<file path="src/rtl/fetch_pkg.sv">
// Shared types and constants for the instruction fetch sequencer.
package fetch_pkg;

  typedef enum logic [1:0] {
    StIdle  = 2'd0,
    StFetch = 2'd1,
    StStop  = 2'd2
  } fetch_state_t;

  localparam int unsigned FBUF_DEPTH   = 2;
  localparam int unsigned FETCH_BITS   = 64;
  localparam int unsigned FETCH_DEPTH  = 32;
  localparam int unsigned FETCH_ADDR_W = $clog2(FETCH_DEPTH);

  // One buffered instruction and the word index it was fetched from.
  typedef struct packed {
    logic [FETCH_BITS-1:0]   data;
    logic [FETCH_ADDR_W-1:0] pc;
  } fetch_entry_t;

endpackage

</file>
<file path="src/rtl/fetch_sequencer_if.sv">
// Memory, redirect and decode-handshake signals of the fetch sequencer.
interface fetch_sequencer_if #(
  parameter int unsigned DEPTH = 32,
  parameter int unsigned BITS  = 64
);
  localparam int unsigned ADDR_W = $clog2(DEPTH);

  logic              run;
  logic [ADDR_W-1:0] mem_addr;
  logic [BITS-1:0]   mem_rdata;
  logic              redirect_valid;
  logic [ADDR_W-1:0] redirect_pc;
  logic              instr_valid;
  logic [BITS-1:0]   instr_data;
  logic [ADDR_W-1:0] instr_pc;
  logic              instr_ready;
  logic              busy;

  // Sequencer side.
  modport master (
    input  run, mem_rdata, redirect_valid, redirect_pc, instr_ready,
    output mem_addr, instr_valid, instr_data, instr_pc, busy
  );

  // Memory / decode / control side.
  modport slave (
    output run, mem_rdata, redirect_valid, redirect_pc, instr_ready,
    input  mem_addr, instr_valid, instr_data, instr_pc, busy
  );
endinterface

</file>
<file path="src/rtl/fetch_buffer.sv">
// Small FIFO holding returned instructions until decode accepts them.
module fetch_buffer
  import fetch_pkg::*;
(
  input  logic         clk,
  input  logic         rst_n,
  input  logic         push_i,
  input  logic         pop_i,
  input  logic         flush_i,
  input  fetch_entry_t entry_i,
  output fetch_entry_t head_o,
  output logic [1:0]   count_o
);
  localparam int unsigned PtrW = $clog2(FBUF_DEPTH);

  fetch_entry_t    entries_q [FBUF_DEPTH];
  fetch_entry_t    entries_d [FBUF_DEPTH];
  logic [PtrW-1:0] rd_ptr_q, rd_ptr_d, wr_ptr_q, wr_ptr_d;
  logic [1:0]      count_q, count_d;
  logic            do_push, do_pop;

  // Next-state: flush wins over any push/pop in the same cycle.
  always_comb begin
    entries_d = entries_q;
    rd_ptr_d  = rd_ptr_q;
    wr_ptr_d  = wr_ptr_q;
    count_d   = count_q;
    do_push   = push_i && (count_q != 2'(FBUF_DEPTH));
    do_pop    = pop_i && (count_q != 2'd0);
    if (flush_i) begin
      rd_ptr_d = '0;
      wr_ptr_d = '0;
      count_d  = '0;
    end else begin
      if (do_push) begin
        entries_d[wr_ptr_q] = entry_i;
        wr_ptr_d            = wr_ptr_q + PtrW'(1);
      end
      if (do_pop) begin
        rd_ptr_d = rd_ptr_q + PtrW'(1);
      end
      count_d = count_q + 2'(do_push) - 2'(do_pop);
    end
  end

  // State register.
  always_ff @(posedge clk or negedge rst_n) begin
    if (!rst_n) begin
      for (int i = 0; i < FBUF_DEPTH; i++) entries_q[i] <= '0;
      rd_ptr_q <= '0;
      wr_ptr_q <= '0;
      count_q  <= '0;
    end else begin
      entries_q <= entries_d;
      rd_ptr_q  <= rd_ptr_d;
      wr_ptr_q  <= wr_ptr_d;
      count_q   <= count_d;
    end
  end

  // Head and occupancy outputs.
  always_comb begin
    head_o  = entries_q[rd_ptr_q];
    count_o = count_q;
  end
endmodule

</file>
<file path="src/rtl/fetch_sequencer.sv">
// Fetch PC, issue credit, redirect kill and run/stop control for instruction memory.
module fetch_sequencer
  import fetch_pkg::*;
#(
  parameter int unsigned DEPTH    = FETCH_DEPTH,
  parameter int unsigned BITS     = FETCH_BITS,
  parameter int unsigned RESET_PC = 0
) (
  input logic              clk,
  input logic              rst_n,
  fetch_sequencer_if.master bus
);
  localparam int unsigned ADDR_W = $clog2(DEPTH);

  // The buffer entry type is sized from the package; reject mismatched builds.
  if (BITS != FETCH_BITS || ADDR_W != FETCH_ADDR_W) begin : g_cfg_check
    $error("fetch_sequencer: DEPTH/BITS must match fetch_pkg entry widths");
  end

  fetch_state_t      state_q, state_d;
  logic [ADDR_W-1:0] pc_q, pc_d, req_pc_q, req_pc_d;
  logic              inflight_q, inflight_d;
  logic              issue, pop, push, instr_valid;
  logic [2:0]        credit_used;
  logic [1:0]        count;
  fetch_entry_t      push_entry, head;

  // FSM state register.
  always_ff @(posedge clk or negedge rst_n) begin
    if (!rst_n) state_q <= StIdle;
    else        state_q <= state_d;
  end

  // FSM next state.
  always_comb begin
    state_d = state_q;
    unique case (state_q)
      StIdle:  if (bus.run) state_d = StFetch;
      StFetch: if (!bus.run) state_d = StStop;
      StStop: begin
        if (bus.run)          state_d = StFetch;
        else if (!inflight_q) state_d = StIdle;
      end
      default: state_d = StIdle;
    endcase
  end

  // Issue only if the returning word is guaranteed a buffer slot; a redirect
  // suppresses the issue and kills any response arriving this cycle.
  always_comb begin
    instr_valid = (count != 2'd0);
    pop         = instr_valid && bus.instr_ready;
    credit_used = 3'(count) + 3'(inflight_q);
    issue       = (state_q == StFetch) && !bus.redirect_valid &&
                  (credit_used < 3'(FBUF_DEPTH) + 3'(pop));
    push        = inflight_q && !bus.redirect_valid;
    push_entry.data = bus.mem_rdata;
    push_entry.pc   = req_pc_q;
    pc_d        = pc_q;
    req_pc_d    = req_pc_q;
    inflight_d  = issue;
    if (bus.redirect_valid) begin
      pc_d = bus.redirect_pc;
    end else if (issue) begin
      pc_d     = pc_q + ADDR_W'(1);
      req_pc_d = pc_q;
    end
  end

  // Datapath registers.
  always_ff @(posedge clk or negedge rst_n) begin
    if (!rst_n) begin
      pc_q       <= ADDR_W'(RESET_PC);
      req_pc_q   <= '0;
      inflight_q <= 1'b0;
    end else begin
      pc_q       <= pc_d;
      req_pc_q   <= req_pc_d;
      inflight_q <= inflight_d;
    end
  end

  fetch_buffer u_fetch_buffer (
    .clk     (clk),
    .rst_n   (rst_n),
    .push_i  (push),
    .pop_i   (pop),
    .flush_i (bus.redirect_valid),
    .entry_i (push_entry),
    .head_o  (head),
    .count_o (count)
  );

  // Outputs.
  always_comb begin
    bus.mem_addr    = pc_q;
    bus.instr_valid = instr_valid;
    bus.instr_data  = head.data;
    bus.instr_pc    = head.pc;
    bus.busy        = (state_q != StIdle) || inflight_q;
  end
endmodule
</file>
<file path="src/flat_wrapper.sv">
// flat-port wrapper written by rule: the top's interface ports become plain ports
module fetch_sequencer_flat import fetch_pkg::*;
#(
  parameter int unsigned DEPTH    = FETCH_DEPTH,
  parameter int unsigned BITS     = FETCH_BITS,
  parameter int unsigned RESET_PC = 0
)
  (clk, rst_n, bus_run, bus_mem_rdata, bus_redirect_valid, bus_redirect_pc, bus_instr_ready, bus_mem_addr, bus_instr_valid, bus_instr_data, bus_instr_pc, bus_busy);
  fetch_sequencer_if #(.DEPTH(DEPTH), .BITS(BITS)) bus_i ();
  input logic clk;
  input logic rst_n;
  input wire logic [$bits(bus_i.run)-1:0] bus_run;
  input wire logic [$bits(bus_i.mem_rdata)-1:0] bus_mem_rdata;
  input wire logic [$bits(bus_i.redirect_valid)-1:0] bus_redirect_valid;
  input wire logic [$bits(bus_i.redirect_pc)-1:0] bus_redirect_pc;
  input wire logic [$bits(bus_i.instr_ready)-1:0] bus_instr_ready;
  output wire logic [$bits(bus_i.mem_addr)-1:0] bus_mem_addr;
  output wire logic [$bits(bus_i.instr_valid)-1:0] bus_instr_valid;
  output wire logic [$bits(bus_i.instr_data)-1:0] bus_instr_data;
  output wire logic [$bits(bus_i.instr_pc)-1:0] bus_instr_pc;
  output wire logic [$bits(bus_i.busy)-1:0] bus_busy;
  assign bus_i.run = bus_run;
  assign bus_i.mem_rdata = bus_mem_rdata;
  assign bus_i.redirect_valid = bus_redirect_valid;
  assign bus_i.redirect_pc = bus_redirect_pc;
  assign bus_i.instr_ready = bus_instr_ready;
  assign bus_mem_addr = bus_i.mem_addr;
  assign bus_instr_valid = bus_i.instr_valid;
  assign bus_instr_data = bus_i.instr_data;
  assign bus_instr_pc = bus_i.instr_pc;
  assign bus_busy = bus_i.busy;
  fetch_sequencer #(.DEPTH(DEPTH), .BITS(BITS), .RESET_PC(RESET_PC)) u_core (.clk(clk), .rst_n(rst_n), .bus(bus_i));
endmodule
</file>
<file path="config.mk">
export PLATFORM = sky130hd
export DESIGN_NAME = fetch_sequencer_flat
export DESIGN_NICKNAME = d
export VERILOG_FILES = /design/src/rtl/fetch_pkg.sv /design/src/rtl/fetch_sequencer_if.sv /design/src/rtl/fetch_buffer.sv /design/src/rtl/fetch_sequencer.sv /design/src/flat_wrapper.sv
export SDC_FILE = /design/constraint.sdc
export NUM_CORES = 1
export LEC_CHECK = 0
export BUFFER_PORTS_ARGS = -buffer_cell sky130_fd_sc_hd__buf_4
export CORE_ASPECT_RATIO = 0.5
export CORE_MARGIN = 4
export CORE_UTILIZATION = 35
export CTS_BUF_LIST = sky130_fd_sc_hd__clkbuf_4 sky130_fd_sc_hd__clkbuf_8
export DETAILED_ROUTE_END_ITERATION = 6
export SETUP_SLACK_MARGIN = 0.1
export SYNTH_ARGS = -nofsm -noshare
export SYNTH_HDL_FRONTEND = slang
export SYNTH_HIERARCHICAL = 1
export SYNTH_SLANG_ARGS = --single-unit
</file>
<file path="constraint.sdc">
create_clock -name clk -period 2.8 [get_ports clk]
set_clock_uncertainty 0.2 [all_clocks]
set_input_delay 0.56 -clock clk [delete_from_list [all_inputs] [get_ports clk]]
set_output_delay 0.56 -clock clk [all_outputs]
set_load 0.01 [all_outputs]
</file>
==> results of run 1 <==
[worst max-delay path: stages (launching register included)]
cell and delay [ns]:
dfrtp_4 0.54, clkbuf_16 0.30, mux2_2 0.37, buf_4 0.14
[through the flow]
| stage | util [%] | hold slack, ns | power (µW) |
|---|---|---|---|
| 6_report | 46.4 | 0.0743 | 6060 |
| 3_3_place_gp | 44.3 | 0.264 | 4560 |
| 4_1_cts | 46.2 | 0.0311 | 6200 |
| 2_1_floorplan | - | 0.0644 | 3770 |
| 5_1_grt | 46.4 | 0.0268 | 6460 |
| 3_5_place_dp | 44.3 | 0.272 | 4600 |
[Yosys cell counts (all sizes together), types with 2 or more instances]
| master | instances | area share (%) |
|---|---|---|
| inv | 4 | 0.22 |
| buf | 14 | 1.1 |
| or3 | 4 | 0.37 |
| a21oi | 3 | 0.22 |
| o21ai | 7 | 0.51 |
| or2 | 2 | 0.18 |
| nand4 | 2 | 0.18 |
| nor2b | 7 | 0.64 |
| a31oi | 2 | 0.18 |
| dfrtp | 155 | 57 |
| mux2 | 212 | 35 |
| nand2b | 3 | 0.38 |
| nand2 | 4 | 0.22 |
| clkbuf | 9 | 0.50 |
| ha | 5 | 0.92 |
| nor2 | 3 | 0.17 |
| nor3 | 2 | 0.31 |
| nand3 | 3 | 0.22 |
| o21a | 2 | 0.22 |
[state kept, by name, indices dropped and copies added (netlist names)]
| register | cells |
|---|---|
| u_core/bus.mem_addr | 5 |
| u_core/state_q | 2 |
| u_core/u_fetch_buffer/rd_ptr_q | 1 |
| u_core/u_fetch_buffer/wr_ptr_q | 1 |
| u_core/inflight_q | 1 |
| u_core/u_fetch_buffer/count_o | 2 |
| u_core/u_fetch_buffer/entries_q | 138 |
| u_core/req_pc_q | 5 |
[power by group through the flow]
stage / Clock [µW] / Combinational (µW) / Sequential, µW
2_1_floorplan: 0 / 902 / 2870
3_3_place_gp: 0 / 1640 / 2920
3_5_place_dp: 0 / 1660 / 2940
4_1_cts: 1630 / 1680 / 2890
5_1_grt: 1720 / 1780 / 2950
6_report: 1540 / 1630 / 2890
[metal layers]
layer	part of all wire, %	track usage (%)
met1	44	17.5
met2	52	24.0
met3	3.5	3.78
met4	0.42	3.44
met5	0	0
[cells in the final DEF, fill, tap and decap left out, types with 2 or more instances in the layout]
master / synthesis / layout
a21oi_1: 3 / 3
a31oi_1: 2 / 2
buf_12: 0 / 5
buf_4: 3 / 151
clkbuf_8: 0 / 17
clkinv_2: 0 / 3
clkinv_4: 0 / 3
clkinvlp_4: 0 / 2
dfrtp_1: 155 / 154
ha_1: 5 / 5
inv_1: 3 / 3
inv_6: 0 / 5
mux2_1: 10 / 10
mux2_2: 202 / 202
nand2_1: 4 / 4
nand2b_1: 2 / 2
nand3_1: 3 / 3
nand4_1: 2 / 2
nor2_1: 3 / 3
nor2b_1: 7 / 7
o21a_1: 2 / 2
o21ai_0: 7 / 7
or3_1: 4 / 4
[cell families (layout without fill, tap and decap cells)]
family	count (synthesis)	after routing	share of synthesized area, %
muxes	212	212	35.0
adders and majority gates	5	5	0.917
buffers and inverters	27	196	1.85
xor gates and xnor gates	2	2	0.257
DFF	155	155	56.8
and+or+nand+nor	37	37	3.78
AOI/OAI and AO/OA	16	16	1.37
[area by class of cell]
cell class,instances,share of cell area (%)
clock buffer,18,2.78
clock inverter,14,1.28
inverter,4,0.173
multi-input combinational,272,32.4
sequential,155,44.6
tap,259,3.72
timing repair buffer,160,15.0
[how the worst max path moves through the flow]
| stage | slack, ns | start | endpoint |
|---|---|---|---|
| 3_5_place_dp | 0.39 | bus_redirect_valid | u_core/u_fetch_buffer/entries_q[116]$_DFFE_PN0P_ |
| 3_3_place_gp | 0.41 | bus_redirect_valid | u_core/u_fetch_buffer/entries_q[81]$_DFFE_PN0P_ |
| 5_1_grt | 0.15 | u_core/u_fetch_buffer/rd_ptr_q$_DFFE_PN0P_ | bus_instr_pc[2] |
| 2_1_floorplan | 0.41 | bus_redirect_valid | u_core/u_fetch_buffer/entries_q[100]$_DFFE_PN0P_ |
| 4_1_cts | 0.11 | u_core/u_fetch_buffer/rd_ptr_q$_DFFE_PN0P_ | bus_instr_data[40] |
| 6_report | 0.25 | u_core/u_fetch_buffer/rd_ptr_q$_DFFE_PN0P_ | bus_instr_data[21] |
[what timing repair did]
item | CTS | global route
endpoints found under the setup margin | 0 | 54
gates resized for setup | 0 | 1
hold endpoints to repair | 39 | 0
hold buffers | 1 | 0
==> reports/results.tsv, run 1 <==
stage	metric	value	unit
hold_path	hold depth	2	
detailed_routing	routed wire length	14.9	mm
outcome	status	finished, final reports clean	
yosys	flops & latches, synth	155	
critical_path	RR Endpoint	u_core/req_pc_q[4]$_DFFE_PN0P_	
critical_path	critical path capture point type	output port	
power	Logic pwr share	26.9	%
critical_path	reg2reg setup slack	0.61	ns
hold_path	WHS Endpoint	u_core/state_q[1]$_DFFE_PN0P_	
timing	Final Critical Period	2.55	ns
layout	area grow syn2layout	27.5	%
job	max-cap viol count	0	
yosys	yosys warns	6	
power	Seq pwr share	47.7	%
layout	Final #Nets	689	
yosys	Post-synth EDFFs	0	
layout	number of diodes	0	
floorplanning	Die X	205	µm
clock_tree	clk_lat worst skew	0.43	ns
layout	Finished Cell Area	0.00870	mm²
timing	TNS Setup	0	ns
detailed_routing	Routed Antenna Nets	0	
clock_tree	clk buf depth	2	
placed_design	Post-DP Area	0.00831	mm²
layout	Non-Filler Instances	882	
hold_path	HP Start	bus_run	
layout	Fillers	1752	
timing	Slew @ Worst Pin	0.409	ns
global_route	global-route wire length before repair	24.3	mm
placed_design	Placer Congestion	0.707	
detailed_routing	Detailed Routing Iterations Pass 1	4	
critical_path	Startpoint Class	flop	
global_route	vias in the first global route	4634	
power	VDD IR max	0.287	mV
detailed_routing	First DRT Iteration DRCs	100	
critical_path	maximum net fanout on the critical path	32	
critical_path	crit path kind	flop to output port	
yosys	Post-Syn Instances	454	
floorplanning	Die Y	107	µm
yosys	mapped cell area	0.00682	mm²
power	sw frac	28.7	%
floorplanning	Rows	35	
timing	Hold Vio Cnt, Final	0	
placed_design	Cells after DPL	848	
clock_tree	CTS H-tree depth	4	
critical_path	Reg-to-Reg Start	u_core/u_fetch_buffer/count_o[0]$_DFF_PN0_	
detailed_routing	Wirelength per Cell	16.9	µm
detailed_routing	DRC errors left	0	
timing	Worst slew margin	72.7	%
critical_path	Arrival @ worst endpoint	1.79	ns
global_route	grt total ovfl	0	
floorplanning	DIE AREA	0.0219	mm²
yosys	post-synthesis sequential area ratio	56.8	%
clock_tree	TritonCTS buffer count	17	
timing	unrepaired setup endpoints after global routing	no	
layout	fraction of layout cells with a size suffix above 1	64.2	%
yosys	Avg Cell Area, Syn	15.0	µm²
yosys	Distinct cells, synth	36	
timing	fin. max-slew vios	0	
clock_tree	root buffer cell	clkbuf_8	
layout	register area	0.00388	mm²
power	P_sw	1740	µW
floorplanning	Initial Util	36.4	%
critical_path	Reg2Reg Depth	5	
power	PwrDens	697	mW/mm²
timing	Final Cycle Share	91.0	%
clock_tree	Setup Buffers After CTS	0	
clock_tree	clock sinks	155	
clock_tree	CTS clk-pin slew, worst paths	0.09	ns
power	Pint	4320	µW
yosys	ys flop type	dfrtp_1	
yosys	async set-or-reset flop fraction in the synthesized netlist	100	%
timing	Max Clk Rate	0.392	GHz
critical_path	critical path required time	2.04	ns
power	Clk pwr share	25.4	%
timing	setup ws final	0.251	ns
global_route	initial antenna violation count	0	
yosys	Post-Synthesis Net Count	533	
floorplanning	core area	0.0187	mm²
timing	Final setup viols	0	
floorplanning	Top Ports	150	
detailed_routing	Via density	4.72	
detailed_routing	DR vias	4167	
placed_design	number of buffers added on ports	149	
clock_tree	CTS tree	built	
layout	area of the multi-input gates	0.00282	mm²
placed_design	hpwl dp	9.68	mm
power	Leak Pwr	0.00413	µW
global_route	largest net degree at the start of global routing	65	
global_route	GRT Total Usage	13.9	%
placed_design	pre-CTS setup slack	0.390	ns
hold_path	Hold Path Class	primary input to flop	
(Power assumes the default switching activity.)
==> run 2, diff against run 1 <==
--- a/config.mk
+++ b/config.mk
@@ -8,9 +8,10 @@
 export BUFFER_PORTS_ARGS = -buffer_cell sky130_fd_sc_hd__buf_4
 export CORE_ASPECT_RATIO = 0.5
 export CORE_MARGIN = 4
-export CORE_UTILIZATION = 35
+export CORE_UTILIZATION = 56
 export CTS_BUF_LIST = sky130_fd_sc_hd__clkbuf_4 sky130_fd_sc_hd__clkbuf_8
 export DETAILED_ROUTE_END_ITERATION = 6
+export PLACE_DENSITY = 0.82
 export SETUP_SLACK_MARGIN = 0.1
 export SYNTH_ARGS = -nofsm -noshare
 export SYNTH_HDL_FRONTEND = slang
==> run 2 against run 1 <==
Effect of this change:
- sequential cell count did not move
- register-to-register slack got worse by 0.04 ns
- sequential power barely moved
- largest cell class unchanged
- largest power group unchanged
==> reports/results.tsv, run 2 (same netlist as run 1, synthesis figures left out) <==
stage	metric	value	unit
layout	Top reg by flops	u_core/u_fetch_buffer/entries_q	
job	max-cap viol count	0	
timing	Hold Vio Cnt, Final	0	
layout	register area	0.00388	mm²
timing	Final Cycle Share	90.9	%
power	PwrDens	731	mW/mm²
global_route	GRT busiest layer	met2	
floorplanning	Initial Util	57.5	%
layout	Finished Cell Area	0.00859	mm²
layout	Non-Filler Instances	787	
detailed_routing	routed wire length	13.4	mm
power	Leak Pwr	0.00413	µW
timing	Max Clk Rate	0.393	GHz
clock_tree	number of gates resized after CTS	0	
clock_tree	root buffer cell	clkbuf_8	
critical_path	CP peak stage delay	0.40	ns
detailed_routing	DRC errors left	0	
global_route	met2 GRT Util	35.4	%
placed_design	Post-DP Area	0.00816	mm²
global_route	grt total ovfl	0	
critical_path	maximum net fanout on the critical path	69	
clock_tree	clock sinks	155	
detailed_routing	DR vias	4184	
clock_tree	CTS tree	built	
global_route	GRT Total Usage	20.0	%
timing	Final setup viols	0	
critical_path	CP Cell Sequence	buf_12, mux2_2, buf_4	
clock_tree	clk_lat worst skew	0.44	ns
outcome	status	finished, final reports clean	
layout	area of the multi-input gates	0.00282	mm²
layout	commonest non-fill, non-tap cell in the layout	mux2_2	
layout	fraction of layout cells with a size suffix above 1	64.1	%
timing	TNS Setup	0	ns
floorplanning	Top Ports	150	
timing	final hold slack	0.0721	ns
global_route	initial antenna violation count	0	
power	VDD IR max	0.369	mV
critical_path	crit path kind	flop to output port	
critical_path	Startpoint Class	flop	
timing	Worst slew margin	58.4	%
floorplanning	DIE AREA	0.0141	mm²
hold_path	Hold Path Class	primary input to flop	
critical_path	critical path required time	2.04	ns
layout	most frequent cells in the layout	202 x mux2_2, 154 x dfrtp_1, 153 x buf_4	
detailed_routing	Routed Antenna Nets	0	
timing	Final Critical Period	2.55	ns
floorplanning	Die Y	86.1	µm
placed_design	number of buffers added on ports	149	
clock_tree	TritonCTS buffer count	17	
global_route	largest net degree at the start of global routing	70	
timing	unrepaired setup endpoints after global routing	no	
floorplanning	Rows	28	
global_route	met3 Resource Use GR	5.18	%
placed_design	hpwl dp	8.80	mm
critical_path	reg2reg setup slack	0.57	ns
detailed_routing	First DRT Iteration DRCs	191	
global_route	grt met1 use	24.4	%
clock_tree	CTS H-tree depth	4	
placed_design	Placer Congestion	0.847	
floorplanning	Die X	164	µm
timing	setup ws final	0.254	ns
critical_path	Arrival @ worst endpoint	1.79	ns
global_route	vias in the first global route	4472	
critical_path	CP max stage cell	dfrtp_2	
clock_tree	CTS clk-pin slew, worst paths	0.08	ns
layout	Final #Nets	688	
timing	Slew @ Worst Pin	0.624	ns
layout	area grow syn2layout	25.9	%
global_route	global-route wire length before repair	22.2	mm
detailed_routing	Via density	5.32	
floorplanning	core area	0.0119	mm²
timing	fin. max-slew vios	0	
placed_design	Cells after DPL	754	
clock_tree	clk buf depth	2	
detailed_routing	Wirelength per Cell	17.0	µm
critical_path	critical path capture point type	output port	
layout	max reg flops	138	
layout	Fillers	845	
detailed_routing	Detailed Routing Iterations Pass 1	4	
placed_design	pre-CTS setup slack	0.347	ns
layout	number of diodes	0	
run 2: path summary, 6_finish.rpt:
check,from,end,depth (start not counted)
max,u_core/u_fetch_buffer/rd_ptr_q$_DFFE_PN0P_,bus_instr_data[6],3
min,bus_run,u_core/state_q[1]$_DFFE_PN0P_,2
max reg2reg,u_core/inflight_q$_DFF_PN0_,u_core/u_fetch_buffer/entries_q[106]$_DFFE_PN0P_,5
min reg2reg,u_core/u_fetch_buffer/entries_q[96]$_DFFE_PN0P_,u_core/u_fetch_buffer/entries_q[96]$_DFFE_PN0P_,1
max in group asynchronous,rst_n,u_core/u_fetch_buffer/entries_q[106]$_DFFE_PN0P_,3
min in group asynchronous,rst_n,u_core/u_fetch_buffer/entries_q[69]$_DFFE_PN0P_,2
run 2: power by group:
group	leakage [µW]	switching, µW	internal [µW]	total, µW
Combinational	0.00194	616	1010	1620
Clock	0.000202	842	921	1760
Sequential	0.00199	222	2670	2900
run 2: area by class of cell:
class | count | share of cell area (%)
clock buffer | 19 | 2.97
clock inverter | 13 | 1.97
inverter | 4 | 0.175
multi-input combinational | 272 | 32.8
sequential | 155 | 45.1
tap | 165 | 2.40
timing repair buffer | 159 | 14.5
run 2: layer usage:
metal / share of wire, % / routed length (µm) / vias up
li1: - / - / 1955
met1: 41 / 5480 / 2135
met2: 54 / 7180 / 84
met3: 4.6 / 622 / 10
met4: 0.75 / 100 / 0
met5: 0 / 0 / -
run 2: per-stage QoR:
step	total power [µW]	util (%)
detailed placement	4580	68.7
finish	6280	72.4
global route	6630	72.4
CTS	6360	72.4
global placement	4520	68.7
floorplan	3770	-
run 2: what timing repair did:
action	4_1_cts	5_1_grt
endpoints found under the hold margin	63	0
setup buffers	0	0
setup endpoints to repair	0	0
hold buffers	1	0
run 2: worst max-delay path: cells and delay by family, from the launching register on:
family	cells	cell delay, ns
buffers and inverters	2	0.50
muxes	1	0.40
DFF	1	0.40
==> run 3, diff against run 2 <==
--- a/config.mk
+++ b/config.mk
@@ -8,10 +8,10 @@
 export BUFFER_PORTS_ARGS = -buffer_cell sky130_fd_sc_hd__buf_4
 export CORE_ASPECT_RATIO = 0.5
 export CORE_MARGIN = 4
-export CORE_UTILIZATION = 56
+export CORE_UTILIZATION = 50
 export CTS_BUF_LIST = sky130_fd_sc_hd__clkbuf_4 sky130_fd_sc_hd__clkbuf_8
 export DETAILED_ROUTE_END_ITERATION = 6
-export PLACE_DENSITY = 0.82
+export PLACE_DENSITY = 0.74
 export SETUP_SLACK_MARGIN = 0.1
 export SYNTH_ARGS = -nofsm -noshare
 export SYNTH_HDL_FRONTEND = slang
==> constraint.sdc (replaced) <==
create_clock -name clk -period 3.3 [get_ports clk]
set_clock_uncertainty 0.2 [all_clocks]
set_input_delay 0.66 -clock clk [delete_from_list [all_inputs] [get_ports clk]]
set_output_delay 0.66 -clock clk [all_outputs]
set_load 0.01 [all_outputs]
==> run 3 against run 2 <==
Effect of this change:
- via count down 1.9%
- register-to-register slack improved by 0.52 ns
- worst setup slack gained 0.15 ns
- worst hold slack worse by 0.067 ns
- die area increased by 11%
- total power shrank 19%
- sequential cell count stayed put
- largest power group unchanged
- clock power down 27%
- non-clock buffer count fell by 2
==> reports/results.tsv, run 3 (same netlist as run 1, synthesis figures left out) <==
stage	metric	value	unit
timing	Final setup viols	0	
timing	unrepaired setup endpoints after global routing	no	
global_route	largest net degree at the start of global routing	70	
floorplanning	Top Ports	150	
layout	area grow syn2layout	24.6	%
placed_design	Placer Congestion	0.830	
global_route	vias in the first global route	4584	
timing	Slew @ Worst Pin	0.579	ns
global_route	initial antenna violation count	0	
layout	Top reg by flops	u_core/u_fetch_buffer/entries_q	
critical_path	Startpoint Class	flop	
global_route	grt total ovfl	0	
detailed_routing	Via density	5.19	
detailed_routing	First DRT Iteration DRCs	135	
clock_tree	TritonCTS buffer count	17	
timing	Final Critical Period	2.89	ns
clock_tree	clock sinks	155	
timing	Max Clk Rate	0.346	GHz
timing	Final Cycle Share	87.6	%
timing	final hold slack	0.00477	ns
hold_path	Hold Path Class	primary input to asynchronous set/reset pin	
layout	number of diodes	0	
placed_design	hpwl dp	9.27	mm
clock_tree	CTS Hold Bufs	0	
detailed_routing	Detailed Routing Iterations Pass 1	4	
clock_tree	CTS H-tree depth	4	
power	Power Total	5110	µW
layout	most frequent cells in the layout	202 x mux2_2, 154 x dfrtp_1, 153 x buf_4	
timing	fin. max-slew vios	0	
floorplanning	Rows	29	
floorplanning	core area	0.0130	mm²
critical_path	maximum net fanout on the critical path	20	
clock_tree	CTS tree	built	
power	VDD IR max	0.284	mV
detailed_routing	Wirelength per Cell	17.3	µm
floorplanning	Initial Util	52.5	%
layout	commonest non-fill, non-tap cell in the layout	mux2_2	
critical_path	critical path capture point type	output port	
floorplanning	Die Y	90.6	µm
power	Leak Pwr	0.00409	µW
critical_path	reg2reg setup slack	1.09	ns
clock_tree	Setup Buffers After CTS	0	
layout	max reg flops	138	
detailed_routing	Routed Antenna Nets	0	
job	max-cap viol count	0	
clock_tree	number of gates resized after CTS	0	
floorplanning	Die X	173	µm
outcome	status	finished, final reports clean	
layout	fraction of layout cells with a size suffix above 1	64.2	%
layout	final core occ	65.4	%
timing	Worst slew margin	61.4	%
power	PwrDens	602	mW/mm²
global_route	GRT Total Usage	17.7	%
critical_path	critical path required time	2.44	ns
clock_tree	CTS clk-pin slew, worst paths	0.09	ns
timing	Hold Vio Cnt, Final	0	
timing	TNS Setup	0	ns
global_route	global-route wire length before repair	23.0	mm
layout	Final #Nets	686	
detailed_routing	routed wire length	13.6	mm
clock_tree	clk_lat worst skew	0.42	ns
critical_path	crit path kind	flop to output port	
detailed_routing	DR vias	4103	
critical_path	Arrival @ worst endpoint	2.03	ns
placed_design	number of buffers added on ports	149	
clock_tree	clk buf depth	2	
clock_tree	root buffer cell	clkbuf_8	
floorplanning	DIE AREA	0.0157	mm²
detailed_routing	DRC errors left	0	
-- run 3: worst max-delay path, stage by stage, from the launching register on --
cell and delay, ns:
dfrtp_2 0.72, buf_4 0.36, mux2_2 0.38, buf_4 0.14
-- run 3: metrics by stage --
step	instance area, µm²	instances	setup slack (ns)
after detailed placement	8150	758	0.666
after global placement	8150	758	0.700
after floorplan	6820	454	0.813
final	8500	790	0.408
after global routing	8500	790	0.312
after CTS	8500	790	0.359
-- run 3: path summary, 6_finish.rpt --
check	start	endpoint	cells past startpoint
max in group asynchronous	rst_n	u_core/u_fetch_buffer/rd_ptr_q$_DFFE_PN0P_	2
setup reg to reg	u_core/u_fetch_buffer/count_o[0]$_DFF_PN0_	u_core/req_pc_q[3]$_DFFE_PN0P_	5
hold / removal	rst_n	u_core/u_fetch_buffer/entries_q[0]$_DFFE_PN0P_	1
min in group clk	bus_run	u_core/state_q[1]$_DFFE_PN0P_	2
hold reg to reg	u_core/u_fetch_buffer/entries_q[102]$_DFFE_PN0P_	u_core/u_fetch_buffer/entries_q[102]$_DFFE_PN0P_	1
setup / recovery	u_core/u_fetch_buffer/rd_ptr_q$_DFFE_PN0P_	bus_instr_data[61]	3
-- run 3: per-layer routing --
| metal | vias up | part of all wire (%) | wire length (µm) | track usage, % |
|---|---|---|---|---|
| met2 | 68 | 51 | 6930 | 31.1 |
| met3 | 6 | 3.5 | 476 | 3.93 |
| li1 | 1947 | - | - | - |
| met1 | 2082 | 45 | 6170 | 22.6 |
| met4 | 0 | 0.51 | 70 | 4.64 |
| met5 | - | 0 | 0 | 0 |
-- run 3: final cells by class --
cell class / instances / area, µm²
Clock buffer: 18 / 241
Clock inverter: 14 / 114
Fill cell: 1001 / 4490
Inverter: 4 / 15.0
Multi-Input combinational cell: 272 / 2820
Sequential cell: 155 / 3880
Tap cell: 170 / 213
Timing Repair Buffer: 157 / 1220
-- run 3: power breakdown --
part	total, µW	switching (µW)	internal, µW
logic	1370	523	851
registers	2460	189	2270
clock network	1280	742	542
